## src/rtl/sa_drain_pkg.sv

```systemverilog
// Shared parameters, FSM state type and beat-to-row mapping for the systolic-array result drain.
// Contents:
//   DW, ROWS, COLS, AW  word width, tile rows (beats), tile columns (words per beat), read addr width
//   WORDS, RW           derived tile size and row-index width
//   state_t             drain FSM states S_IDLE / S_CAPTURE / S_DONE
//   row_of_beat()       the array emits its bottom row first, so beat k lands in row ROWS-1-k
package sa_drain_pkg;

   localparam int unsigned DW    = 32;
   localparam int unsigned ROWS  = 5;
   localparam int unsigned COLS  = 5;
   localparam int unsigned AW    = 5;
   localparam int unsigned WORDS = ROWS * COLS;
   localparam int unsigned RW    = (ROWS > 1) ? $clog2(ROWS) : 1;

   typedef enum logic [1:0] {
      S_IDLE    = 2'b00,
      S_CAPTURE = 2'b01,
      S_DONE    = 2'b10
   } state_t;

   function automatic logic [RW-1:0] row_of_beat(input logic [RW-1:0] k);
      return RW'(ROWS - 1) - k;
   endfunction

endpackage

```

## src/rtl/sa_result_drain_if.sv

```systemverilog
// Bundle of capture, acknowledge and read signals between the array/host side and the drain.
// Signals:
//   cap_valid  beat strobe (array wr_en)          col_in    COLS*DW beat data, col c at [c*DW +: DW]
//   ack        releases a finished tile           rd_addr   read address = row*COLS + col
//   rd_data    registered read data               done      full tile held
//   ovf        sticky overflow flag               tile_cnt  completed tile counter
//   acc_en     per-beat accumulate select (only with RESULT_DRAIN_ACCUM_EN defined)
// Modports: master = array/host side, slave = sa_result_drain.
interface sa_result_drain_if;
   import sa_drain_pkg::*;

   logic               cap_valid;
   logic [COLS*DW-1:0] col_in;
   logic               ack;
   logic [AW-1:0]      rd_addr;
   logic [DW-1:0]      rd_data;
   logic               done;
   logic               ovf;
   logic [7:0]         tile_cnt;
`ifdef RESULT_DRAIN_ACCUM_EN
   logic               acc_en;
`endif

   modport master (
`ifdef RESULT_DRAIN_ACCUM_EN
      output acc_en,
`endif
      output cap_valid, col_in, ack, rd_addr,
      input  rd_data, done, ovf, tile_cnt
   );

   modport slave (
`ifdef RESULT_DRAIN_ACCUM_EN
      input  acc_en,
`endif
      input  cap_valid, col_in, ack, rd_addr,
      output rd_data, done, ovf, tile_cnt
   );

endinterface

```

## src/rtl/sa_result_bank.sv

```systemverilog
// ROWS*COLS x DW result register array with a row-wide write port and one registered read port.
// Ports:
//   clk, rst   clock and synchronous active-low reset (reset clears rd_data only, not the array)
//   wr_en      write the row selected by wr_row
//   wr_row     destination row index
//   wr_data    COLS words, word c at [c*DW +: DW]
//   wr_acc     1: add wr_data to the stored words (mod 2^DW), 0: overwrite
//   rd_addr    read address, row-major; addresses >= ROWS*COLS read as 0
//   rd_data    registered read data; a same-cycle write to rd_addr yields the old word
module sa_result_bank
   import sa_drain_pkg::*;
(
   input  logic               clk,
   input  logic               rst,
   input  logic               wr_en,
   input  logic [RW-1:0]      wr_row,
   input  logic [COLS*DW-1:0] wr_data,
   input  logic               wr_acc,
   input  logic [AW-1:0]      rd_addr,
   output logic [DW-1:0]      rd_data
);

   logic [DW-1:0] mem_q [WORDS];

   always_ff @(posedge clk) begin
      if (wr_en) begin
         for (int r = 0; r < ROWS; r++) begin
            if (wr_row == RW'(r)) begin
               for (int c = 0; c < COLS; c++) begin
                  if (wr_acc) begin
                     mem_q[r*COLS + c] <= mem_q[r*COLS + c] + wr_data[c*DW +: DW];
                  end else begin
                     mem_q[r*COLS + c] <= wr_data[c*DW +: DW];
                  end
               end
            end
         end
      end
   end

   always_ff @(posedge clk) begin
      if (!rst) begin
         rd_data <= '0;
      end else if (rd_addr < AW'(WORDS)) begin
         rd_data <= mem_q[rd_addr];
      end else begin
         rd_data <= '0;
      end
   end

endmodule

```

## src/rtl/sa_result_drain.sv

```systemverilog
// Result drain stage of the systolic array: captures ROWS beats of COLS words shifted out of the
// bottom PE layer into a row-major result tile, flags done, and serves reads until acknowledged.
// Ports:
//   clk   single clock, all logic on posedge
//   rst   synchronous active-low reset
//   bus   sa_result_drain_if.slave (cap_valid, col_in, ack, rd_addr, rd_data, done, ovf, tile_cnt)
// Optional feature: define RESULT_DRAIN_ACCUM_EN to add bus.acc_en, which makes a beat add into
// the stored row instead of overwriting it (K-tiling across passes).
module sa_result_drain
   import sa_drain_pkg::*;
(
   input  logic             clk,
   input  logic             rst,
   sa_result_drain_if.slave bus
);

   state_t        state_q;
   logic [RW-1:0] beat_cnt_q;
   logic          done_q;
   logic          ovf_q;
   logic [7:0]    tile_cnt_q;

   logic          in_done;
   logic          accept;
   logic          last_beat;
   logic          wr_acc;

   assign in_done   = (state_q == S_DONE);
   // A finished tile only takes a new beat in the same cycle it is released.
   assign accept    = bus.cap_valid && (!in_done || bus.ack);
   // beat_cnt_q is 0 in IDLE and DONE, so a beat accepted there is beat 0.
   assign last_beat = (beat_cnt_q == RW'(ROWS - 1));

`ifdef RESULT_DRAIN_ACCUM_EN
   assign wr_acc = bus.acc_en;
`else
   assign wr_acc = 1'b0;
`endif

   always_ff @(posedge clk) begin
      if (!rst) begin
         state_q    <= S_IDLE;
         beat_cnt_q <= '0;
         done_q     <= 1'b0;
         ovf_q      <= 1'b0;
         tile_cnt_q <= '0;
      end else begin
         if (accept) begin
            if (last_beat) begin
               state_q    <= S_DONE;
               done_q     <= 1'b1;
               tile_cnt_q <= tile_cnt_q + 8'd1;
               beat_cnt_q <= '0;
            end else begin
               state_q    <= S_CAPTURE;
               done_q     <= 1'b0;
               beat_cnt_q <= beat_cnt_q + RW'(1);
            end
         end else if (in_done && bus.ack) begin
            state_q <= S_IDLE;
            done_q  <= 1'b0;
         end

         if (in_done && !bus.ack && bus.cap_valid) begin
            ovf_q <= 1'b1;
         end
      end
   end

   assign bus.done     = done_q;
   assign bus.ovf      = ovf_q;
   assign bus.tile_cnt = tile_cnt_q;

   sa_result_bank u_bank (
      .clk     (clk),
      .rst     (rst),
      .wr_en   (accept),
      .wr_row  (row_of_beat(beat_cnt_q)),
      .wr_data (bus.col_in),
      .wr_acc  (wr_acc),
      .rd_addr (bus.rd_addr),
      .rd_data (bus.rd_data)
   );

endmodule
```

## src/flat_wrapper.sv

```systemverilog
// flat-port wrapper written by rule: the top's interface ports become plain ports
module sa_result_drain_flat import sa_drain_pkg::*;
  (clk, rst, bus_cap_valid, bus_col_in, bus_ack, bus_rd_addr, bus_rd_data, bus_done, bus_ovf, bus_tile_cnt);
  sa_result_drain_if bus_i ();
  input  logic clk;
  input  logic rst;
  input wire logic [$bits(bus_i.cap_valid)-1:0] bus_cap_valid;
  input wire logic [$bits(bus_i.col_in)-1:0] bus_col_in;
  input wire logic [$bits(bus_i.ack)-1:0] bus_ack;
  input wire logic [$bits(bus_i.rd_addr)-1:0] bus_rd_addr;
  output wire logic [$bits(bus_i.rd_data)-1:0] bus_rd_data;
  output wire logic [$bits(bus_i.done)-1:0] bus_done;
  output wire logic [$bits(bus_i.ovf)-1:0] bus_ovf;
  output wire logic [$bits(bus_i.tile_cnt)-1:0] bus_tile_cnt;
  assign bus_i.cap_valid = bus_cap_valid;
  assign bus_i.col_in = bus_col_in;
  assign bus_i.ack = bus_ack;
  assign bus_i.rd_addr = bus_rd_addr;
  assign bus_rd_data = bus_i.rd_data;
  assign bus_done = bus_i.done;
  assign bus_ovf = bus_i.ovf;
  assign bus_tile_cnt = bus_i.tile_cnt;
  sa_result_drain u_core (.clk(clk), .rst(rst), .bus(bus_i));
endmodule
```

## config.mk

```make
export PLATFORM = sky130hd
export DESIGN_NAME = sa_result_drain_flat
export DESIGN_NICKNAME = d
export VERILOG_FILES = /design/src/rtl/sa_drain_pkg.sv /design/src/rtl/sa_result_drain_if.sv /design/src/rtl/sa_result_bank.sv /design/src/rtl/sa_result_drain.sv /design/src/flat_wrapper.sv
export SDC_FILE = /design/constraint.sdc
export NUM_CORES = 1
export LEC_CHECK = 0
export ABC_AREA = 1
export CORE_ASPECT_RATIO = 0.9
export CORE_MARGIN = 5
export CORE_UTILIZATION = 45
export DETAILED_ROUTE_END_ITERATION = 10
export PLACE_DENSITY = 0.67
export SYNTH_ARGS = -nofsm -noshare
export SYNTH_HDL_FRONTEND = slang
export SYNTH_SLANG_ARGS = --single-unit
```

## constraint.sdc

```tcl
create_clock -name clk -period 16.35 [get_ports clk]
set_input_delay 2.4525 -clock clk [delete_from_list [all_inputs] [get_ports clk]]
set_output_delay 2.4525 -clock clk [all_outputs]
set_load 0.01 [all_outputs]
```

-- Word-level counts from Yosys, hierarchy flattened
Memory sizes are Yosys's and may differ from the RTL's. A register that Yosys moved wholly into a read port is not among the register bits.
Index checks and enable logic that the tools add are counted.
- bits in registers: 15
- RAM bits: 800
- input port bits: 169
- output and inout bits: 42
- word-level logic and storage cells: 130
- memories kept: 1
- memories (name ; depth ; bits a word ; read ports ; clocked after memory_dff ; write ports ; line ; source):
    u_core.u_bank.mem_q ; 25 ; 32 ; 1 ; 1 ; 5 ; sa_result_bank.sv:23 ; logic [DW-1:0] mem_q [WORDS];
- add/subtract/negate cells: 3
- magnitude comparators: 1
- equality and inequality tests: 6
- muxes and demuxes: 82
- reductions and logical operators: 32
- operators by type and width (kind ; count):
    32-bit 2-to-1 mux ; 20
    32-bit OR reduction ; 20
    5-bit 2-to-1 mux ; 20
    1-bit 2-to-1 mux ; 38
    8-bit by 1-bit adder with 8-bit output (second input constant) ; 1
    3-bit by 2-bit equality test with 1-bit output (second input constant) ; 2
    3-bit equality test (second input constant) ; 2
    2-bit 2-to-1 mux ; 3
    5-bit less-than comparator (second input constant) ; 1
    1-bit logical AND ; 4
    2-bit AND reduction ; 2
    3-bit by 1-bit adder with 3-bit output (second input constant) ; 1
    3-bit by 1-bit equality test with 1-bit output (second input constant) ; 1
    1-bit zero test ; 3
    3-bit zero test ; 1
    3-bit 2-to-1 mux ; 1
    3-bit subtractor (first input constant) ; 1
    2-bit equality test (second input constant) ; 1
    2-bit nonzero test ; 1
    1-bit logical OR ; 1

-- Logic depth before layout (Yosys ltp)
Gate-level depths: netlist of the first run.
- depth in word-level cells: 11
- depth in mapped cells: 11
- gate-level depth less buffers: 9

-- Hierarchy
Synthesis of the first run repeated with hierarchy kept, for this count alone.
- cells, all modules: 16904
- area, all modules: 100004.7 µm²
- modules (own cells, without submodules) (module ; instances ; cells an instance ; area an instance (µm²) ; sequential area each (µm²)):
    sa_result_bank ; 1 ; 16797 ; 99294.0 ; 24663.7
    sa_result_drain ; 1 ; 107 ; 710.7 ; 280.3

-- Worst setup path before layout of the first run
OpenSTA, ideal clock, no wires.
- path kind: input port to flip-flop
- from: in bus_ack
- to: mem u_core.u_bank.mem_q[0][0] (enable)
- setup time: 0.875 ns
- arrival: 13.625 ns
- data required time: 15.475 ns
- slack: 1.850 ns
- cell stages on the path: 4
- path buffers: 1
- cells stage by stage: nand3b_1 -> nand2_1 -> clkbuf_1 -> nor3_1
- RTL lines (element ; line ; source):
    start: declaration ; flat_wrapper.sv:9 ; input wire logic [$bits(bus_i.ack)-1:0] bus_ack;
    end: declaration ; sa_result_bank.sv:23 ;

-- Final worst setup path of the first run
- from: in bus_rd_addr[0]
- to: reg u_core.u_bank.rd_data[28] (read register of u_core.u_bank.mem_q)
- cells in the longest elaborated chain, start to end: 3
- ends and longest elaborated chain (element ; line ; source):
    start: declaration ; flat_wrapper.sv:10 ; input wire logic [$bits(bus_i.rd_addr)-1:0] bus_rd_addr;
    5-bit less-than comparator ; sa_result_bank.sv:44 ; end else if (rd_addr < AW'(WORDS)) begin
    2-bit AND reduction (no source line) ; -- ;
    1-bit zero test (no source line) ; -- ;
    end: declaration ; sa_result_bank.sv:20 ; output logic [DW-1:0] rd_data
Several ways; a longest one is shown, not always the timed one.
A chain may end at the register's enable or synchronous reset.

==> impl_metrics.ini, run 1 <==
[outcome]
run_status = finished clean

[synth]
post_synth_instance_area_sq_um = 34400
synth-seq-cells = 846
yosys.area.top_type = edfxtp_1
yosys.cell_types.count = 26
ys.warnings.count = 0
cells_after_synth = 3050
synth_top_cells_by_area = edfxtp_1 70%, nand2_1 8.0%, nand3_1 5.4%
syn_avg_cell_area_sq_um = 11.3
synthesis.nets = 3227
synthDominantCellAreaShare = 0.698
seq_area_frac_synth = 0.725

[cts]
tritoncts = yes
clk_transition_reported_paths_ps = 60
cts_htree_levels = 3
cts.sinks = 846
postCtsSetupBuffers = 0
cts_buffers = 86
clock_tree.buffer_depth = 3
cts_hold_repair.buffers = 0
cts.repair.resized = 0
cts.root.buffer_cell = clkbuf_16
clock_latency_ps = 630

[setup_path]
cp_max_stage_cell = buf_4
timing.reg2reg.setup_slack_ps = 13070
capturing_element_type_of_the_critical_path = flop
crit_chain = buf_8 -> inv_8 -> buf_4 -> buf_4 -> nand2_1 -> nand2_1 -> nand2_1 -> nand3_1 -> nand3_1 -> nand2_1 -> nand2_1 -> a21oi_1
r2r-end = u_core.u_bank.mem_q[5][11]
critical_path_s_largest_stage_delay_ps = 690
critical_path_required_ps = 16880
cp-start-kind = primary input
worst-endpoint-arrival_ps = 5640
rr_worst_depth = 8
crit_top_cell = nand2_1
reg2reg_from = u_core.beat_cnt_q[0]
timing.critical_path.fanout_max = 156
critical_path_class = in -> reg

[die]
core_sq_um = 76000
dieHeight_microns = 272
total_die_area_sq_um = 82100
boundaryPins = 211
floorplan.rows = 96
initial_core_util = 0.453
horizontal_extent_of_the_die_microns = 301

[placed_design]
place_worst_setup_slack_ps = 10680
post-place-cells = 4156
dp.final_hpwl_microns = 45300
numPortBuffers = 210
dpl-instance-area_sq_um = 37300
gp_routability_congestion = 0.773

[sta]
postLayoutSetupSlackWorst_ps = 11240
rsz_0062_raised_after_global_routing = no
skew_ps = 23.6
worst-slew-pin-transition_ps = 1120
final.setup.tns_ps = 0
finalHoldViolations = 0
timing.fmax_ghz = 0.196
max_slew_margin = 0.252
report.final.setup_viol = 0
finalCriticalPeriod_ps = 5110
timing_max_transition_violations_final = 0
finalCritPeriodShare = 0.313
hold-worst-slack_ps = 484

[final_layout]
area_delta_synth_final_pct = 16.6
utilization = 0.528
layout.cells.non_filler = 4321
fill_cells = 6461
fin_nets = 3392
design_area_sq_um = 40100
share_of_layout_cells_above_drive_strength_1 = 0.0566

[hold_path]
timing.hold.worst_path_depth = 2
hold_crit_start = u_core.bus.ovf
min_path_type = reg -> reg
hold_path_end = u_core.bus.ovf

[pwr]
internal_power_mw = 3.72
netSwitchingPower_mw = 1.05
clockPowerShare = 0.409
p_seq_frac = 0.519
leakage_nw = 15.2
finalPower_mw = 4.77
power_frac_comb = 0.072
vdd_drop_max_uv = 86.4
power-per-cell-area_nw_per_um2 = 119
switching_share = 0.220

[global_routing]
maximum_number_of_pins_on_one_net_before_global_route_repair = 194
grt.total_usage = 0.200
grt_first_pass_wirelength_microns = 128000
first_global_vias = 21649
antenna_found_initial = 8
global_route.overflow_total = 0

[detailed_routing]
routed-via-count = 22240
drc_violations_left = 0
first_pass_iteration_count_of_the_detailed_router = 6
ant_nets = 0
route.final.wire_length_microns = 83800
drt-vias-per-instance = 5.15
initialDrtViolationCount = 2261
wl_per_cell_microns = 19.4

[flow_run]
maxCapViolCount = 0
registers in the layout, indices dropped and copies added, names as in the netlist:
signal,cells
u_core.u_bank.mem_q,800
u_core.u_bank.rd_data,32
u_core.bus.tile_cnt,8
u_core.beat_cnt_q,3
u_core.bus.done,1
u_core.bus.ovf,1
u_core.state_q,1
critical path: cells and delay by family:
family | cells | cell delay, ps
compound gates | 1 | 160
buf+inv | 4 | 2100
simple gates | 7 | 590
synth_stat cells (all sizes together):
cell type	number
edfxtp	800
nand2	735
nand3	371
nor2	348
inv	304
o21ai	143
buf	126
a21oi	85
dfxtp	46
clkbuf	36
o211ai	17
or2	17
ha	8
nor3	6
nand4	2
xor2	2
a211oi	1
a31oi	1
nand3b	1
xnor2	1
worst max path at each step:
stage	depth (start not counted)	to	from	slack (ps)
after floorplan	4	u_core.u_bank.mem_q[0][0]	bus_ack	1850
after global placement	8	u_core.u_bank.rd_data[2]	bus_rd_addr[4]	10710
after detailed placement	8	u_core.u_bank.rd_data[25]	bus_rd_addr[4]	10680
after CTS	8	u_core.u_bank.rd_data[25]	bus_rd_addr[4]	11340
after global routing	12	u_core.u_bank.rd_data[4]	bus_rd_addr[0]	10980
final	12	u_core.u_bank.rd_data[28]	bus_rd_addr[0]	11240
power groups by stage:
stage / sequential, mW / combinational, mW / clock, mW
finish: 2.48 / 0.343 / 1.95
global route: 2.48 / 0.380 / 2.08
CTS: 2.48 / 0.346 / 1.99
detailed placement: 2.52 / 0.345 / 0
global placement: 2.52 / 0.342 / 0
floorplan: 2.54 / 0.182 / 0
cell type report:
type | instances | area [sq um] | share of cell area
flip-flops and latches | 846 | 24900 | 0.622
clock buffers | 117 | 2360 | 0.0589
clock inverters | 43 | 447 | 0.0111
diodes | 5 | 12.5 | 0.000312
multi-input cells | 1738 | 7540 | 0.188
inverters | 304 | 1150 | 0.0288
repair buffers | 239 | 2370 | 0.0590
well taps | 1029 | 1290 | 0.0321
metal layers:
metal  global-route usage  wire (microns)  vias to the layer above
li1                     -               -                    10593
met1                0.283           36600                    10757
met2                0.317           38800                      743
met3               0.0406            6140                      143
met4               0.0595            2260                        4
met5                    0              34                        -
logic make-up after synthesis:
group                      Yosys count  share of synthesized area
DFF                                846                      0.725
buffers and inverters              466                     0.0573
xor gates and xnor gates             3                   0.000764
and+or+nand+nor                   1480                      0.177
adders and majority gates            8                    0.00291
AOI/OAI and AO/OA                  247                     0.0373
placed cells by master, fill, tap and decap left out, types with 2 or more instances in the layout:
| master | Yosys | final |
|---|---|---|
| bufinv_16 | 0 | 9 |
| o21ai_0 | 138 | 138 |
| clkinv_1 | 0 | 15 |
| xor2_1 | 2 | 2 |
| clkbuf_8 | 0 | 5 |
| clkdlybuf4s50_1 | 0 | 206 |
| nand2_1 | 735 | 735 |
| nor2_1 | 346 | 342 |
| inv_2 | 6 | 3 |
| ha_1 | 8 | 8 |
| nand4_1 | 2 | 2 |
| nor2_2 | 2 | 2 |
| inv_1 | 298 | 298 |
| nand3_1 | 371 | 371 |
| clkbuf_16 | 0 | 88 |
| buf_12 | 0 | 4 |
| edfxtp_1 | 800 | 800 |
| nor2_4 | 0 | 4 |
| nor3_1 | 6 | 4 |
| clkbuf_1 | 36 | 24 |
| buf_4 | 23 | 26 |
| diode_2 | 0 | 5 |
| o21ai_1 | 5 | 4 |
| a21oi_1 | 85 | 85 |
| inv_6 | 0 | 4 |
| or2_2 | 17 | 17 |
| clkinv_2 | 0 | 15 |
| dfxtp_1 | 46 | 46 |
| nor3_2 | 0 | 2 |
| o211ai_1 | 17 | 17 |
(Power assumes the default switching activity.)
==> inputs of run 2 (changes only) <==
Settings changed: PLACE_DENSITY 0.67 to 0.7.
Clock period 16.35 ns to 4.35 ns, I/O delays scaled along.
==> impl_metrics.ini, run 2 (same netlist as run 1, synthesis figures left out) <==
[outcome]
run_status = finished clean

[sta]
hold-worst-slack_ps = 477
rsz_0062_raised_after_global_routing = no
skew_ps = 18.9
postLayoutSetupSlackWorst_ps = 1770
finalCriticalPeriod_ps = 2580
max_slew_margin = 0.234
finalCritPeriodShare = 0.593
timing_max_transition_violations_final = 0
final.setup.tns_ps = 0
timing.fmax_ghz = 0.388
worst-slew-pin-transition_ps = 1150
report.final.setup_viol = 0
finalHoldViolations = 0

[cts]
cts.repair.resized = 0
clk_transition_reported_paths_ps = 60
clock_latency_ps = 630
postCtsSetupBuffers = 0
cts_htree_levels = 3
clock_tree.buffer_depth = 3
cts.sinks = 846
cts.root.buffer_cell = clkbuf_16
cts_buffers = 88
tritoncts = yes
cts_hold_repair.buffers = 0

[final_layout]
seq_cell_area_sq_um = 24900
fill_cells = 6300
max_flop_register = u_core.u_bank.mem_q
area_delta_synth_final_pct = 17.4
layout.cells.non_filler = 4332
fin_nets = 3402
most_common_cell_after_layout_fill_and_taps_aside = edfxtp_1
final_cell_mix = 800 x edfxtp_1, 735 x nand2_1, 371 x nand3_1
utilization = 0.531
multiInputGateArea_sq_um = 7570
largest_register_ff_count = 800
share_of_layout_cells_above_drive_strength_1 = 0.0624

[die]
core_sq_um = 76000
dieHeight_microns = 272
total_die_area_sq_um = 82100
horizontal_extent_of_the_die_microns = 301
boundaryPins = 211
initial_core_util = 0.453
floorplan.rows = 96

[hold_path]
min_path_type = reg -> reg
timing.hold.worst_path_depth = 2

[placed_design]
place_worst_setup_slack_ps = 1250
dp.final_hpwl_microns = 45800
post-place-cells = 4164
gp_routability_congestion = 0.776
numPortBuffers = 210

[pwr]
p_seq_frac = 0.515
internal_power_mw = 14.0
switching_share = 0.223
leakage_nw = 15.4
clockPowerShare = 0.412
vdd_drop_max_uv = 281
power-per-cell-area_nw_per_um2 = 446
netSwitchingPower_mw = 4.03
power_frac_comb = 0.073

[flow_run]
maxCapViolCount = 0

[global_routing]
grt.total_usage = 0.202
grt_first_pass_wirelength_microns = 129000
global_route.overflow_total = 0
maximum_number_of_pins_on_one_net_before_global_route_repair = 200
first_global_vias = 21767
antenna_found_initial = 5

[setup_path]
rr_worst_depth = 7
critical_path_class = reg -> reg
timing.critical_path.fanout_max = 67
capturing_element_type_of_the_critical_path = flop
worst-endpoint-arrival_ps = 2850
cp-start-kind = flop
critical_path_required_ps = 4620

[detailed_routing]
route.final.wire_length_microns = 84000
wl_per_cell_microns = 19.4
routed-via-count = 22430
initialDrtViolationCount = 2219
drc_violations_left = 0
drt-vias-per-instance = 5.18
first_pass_iteration_count_of_the_detailed_router = 5
ant_nets = 0
run 2: cell count changes in the layout (fill, tap and decap cells not counted), moves of 2 or more:
cell      delta
buf_4        -4
clkbuf_1     -8
nor3_4       +2
buf_12      +12
clkinv_1     +2
nor3_2       -2
clkinv_2     +5
run 2: final cells by class:
class	instances	area share
well taps	1029	0.0319
diodes	4	0.000248
repair buffers	247	0.0638
clock buffers	111	0.0586
multi-input cells	1738	0.187
flip-flops and latches	846	0.617
inverters	304	0.0285
clock inverters	53	0.0123
run 2: worst paths after layout:
path | startpoint | to | slack (ps)
setup / recovery | u_core.beat_cnt_q[1] | u_core.u_bank.mem_q[18][5] | 1770
hold / removal | u_core.bus.ovf | u_core.bus.ovf | 480
setup reg to reg | u_core.beat_cnt_q[1] | u_core.u_bank.mem_q[18][5] | 1770
hold reg to reg | u_core.bus.ovf | u_core.bus.ovf | 480
run 2: power groups by stage:
stage	combinational, mW	sequential (mW)	clock [mW]
4_1_cts	1.33	9.30	7.56
3_5_place_dp	1.32	9.47	0
2_1_floorplan	0.694	9.49	0
6_report	1.32	9.30	7.43
3_3_place_gp	1.30	9.46	0
5_1_grt	1.45	9.31	7.91
run 2: metrics by stage:
| stage | total power [mW] | instance area (sq um) |
|---|---|---|
| 2_1_floorplan | 10.2 | 34500 |
| 4_1_cts | 18.2 | 40400 |
| 3_5_place_dp | 10.8 | 37500 |
| 5_1_grt | 18.7 | 40400 |
| 6_report | 18.0 | 40400 |
| 3_3_place_gp | 10.8 | 37500 |
run 2: per-layer routing:
| metal | track usage | routed length [microns] | vias up | part of all wire |
|---|---|---|---|---|
| li1 | - | - | 10628 | - |
| met1 | 0.287 | 35800 | 10766 | 0.43 |
| met2 | 0.325 | 39700 | 892 | 0.47 |
| met3 | 0.0347 | 6630 | 140 | 0.079 |
| met4 | 0.0543 | 1840 | 4 | 0.022 |
| met5 | 0 | 25 | - | 0.00030 |
run 2: critical path, stage by stage, from the launching register on:
cell	delay [ps]
dfxtp_1	440
inv_1	120
ha_1	240
ha_4	250
inv_1	150
nand2_1	120
nor2_4	430
buf_12	410
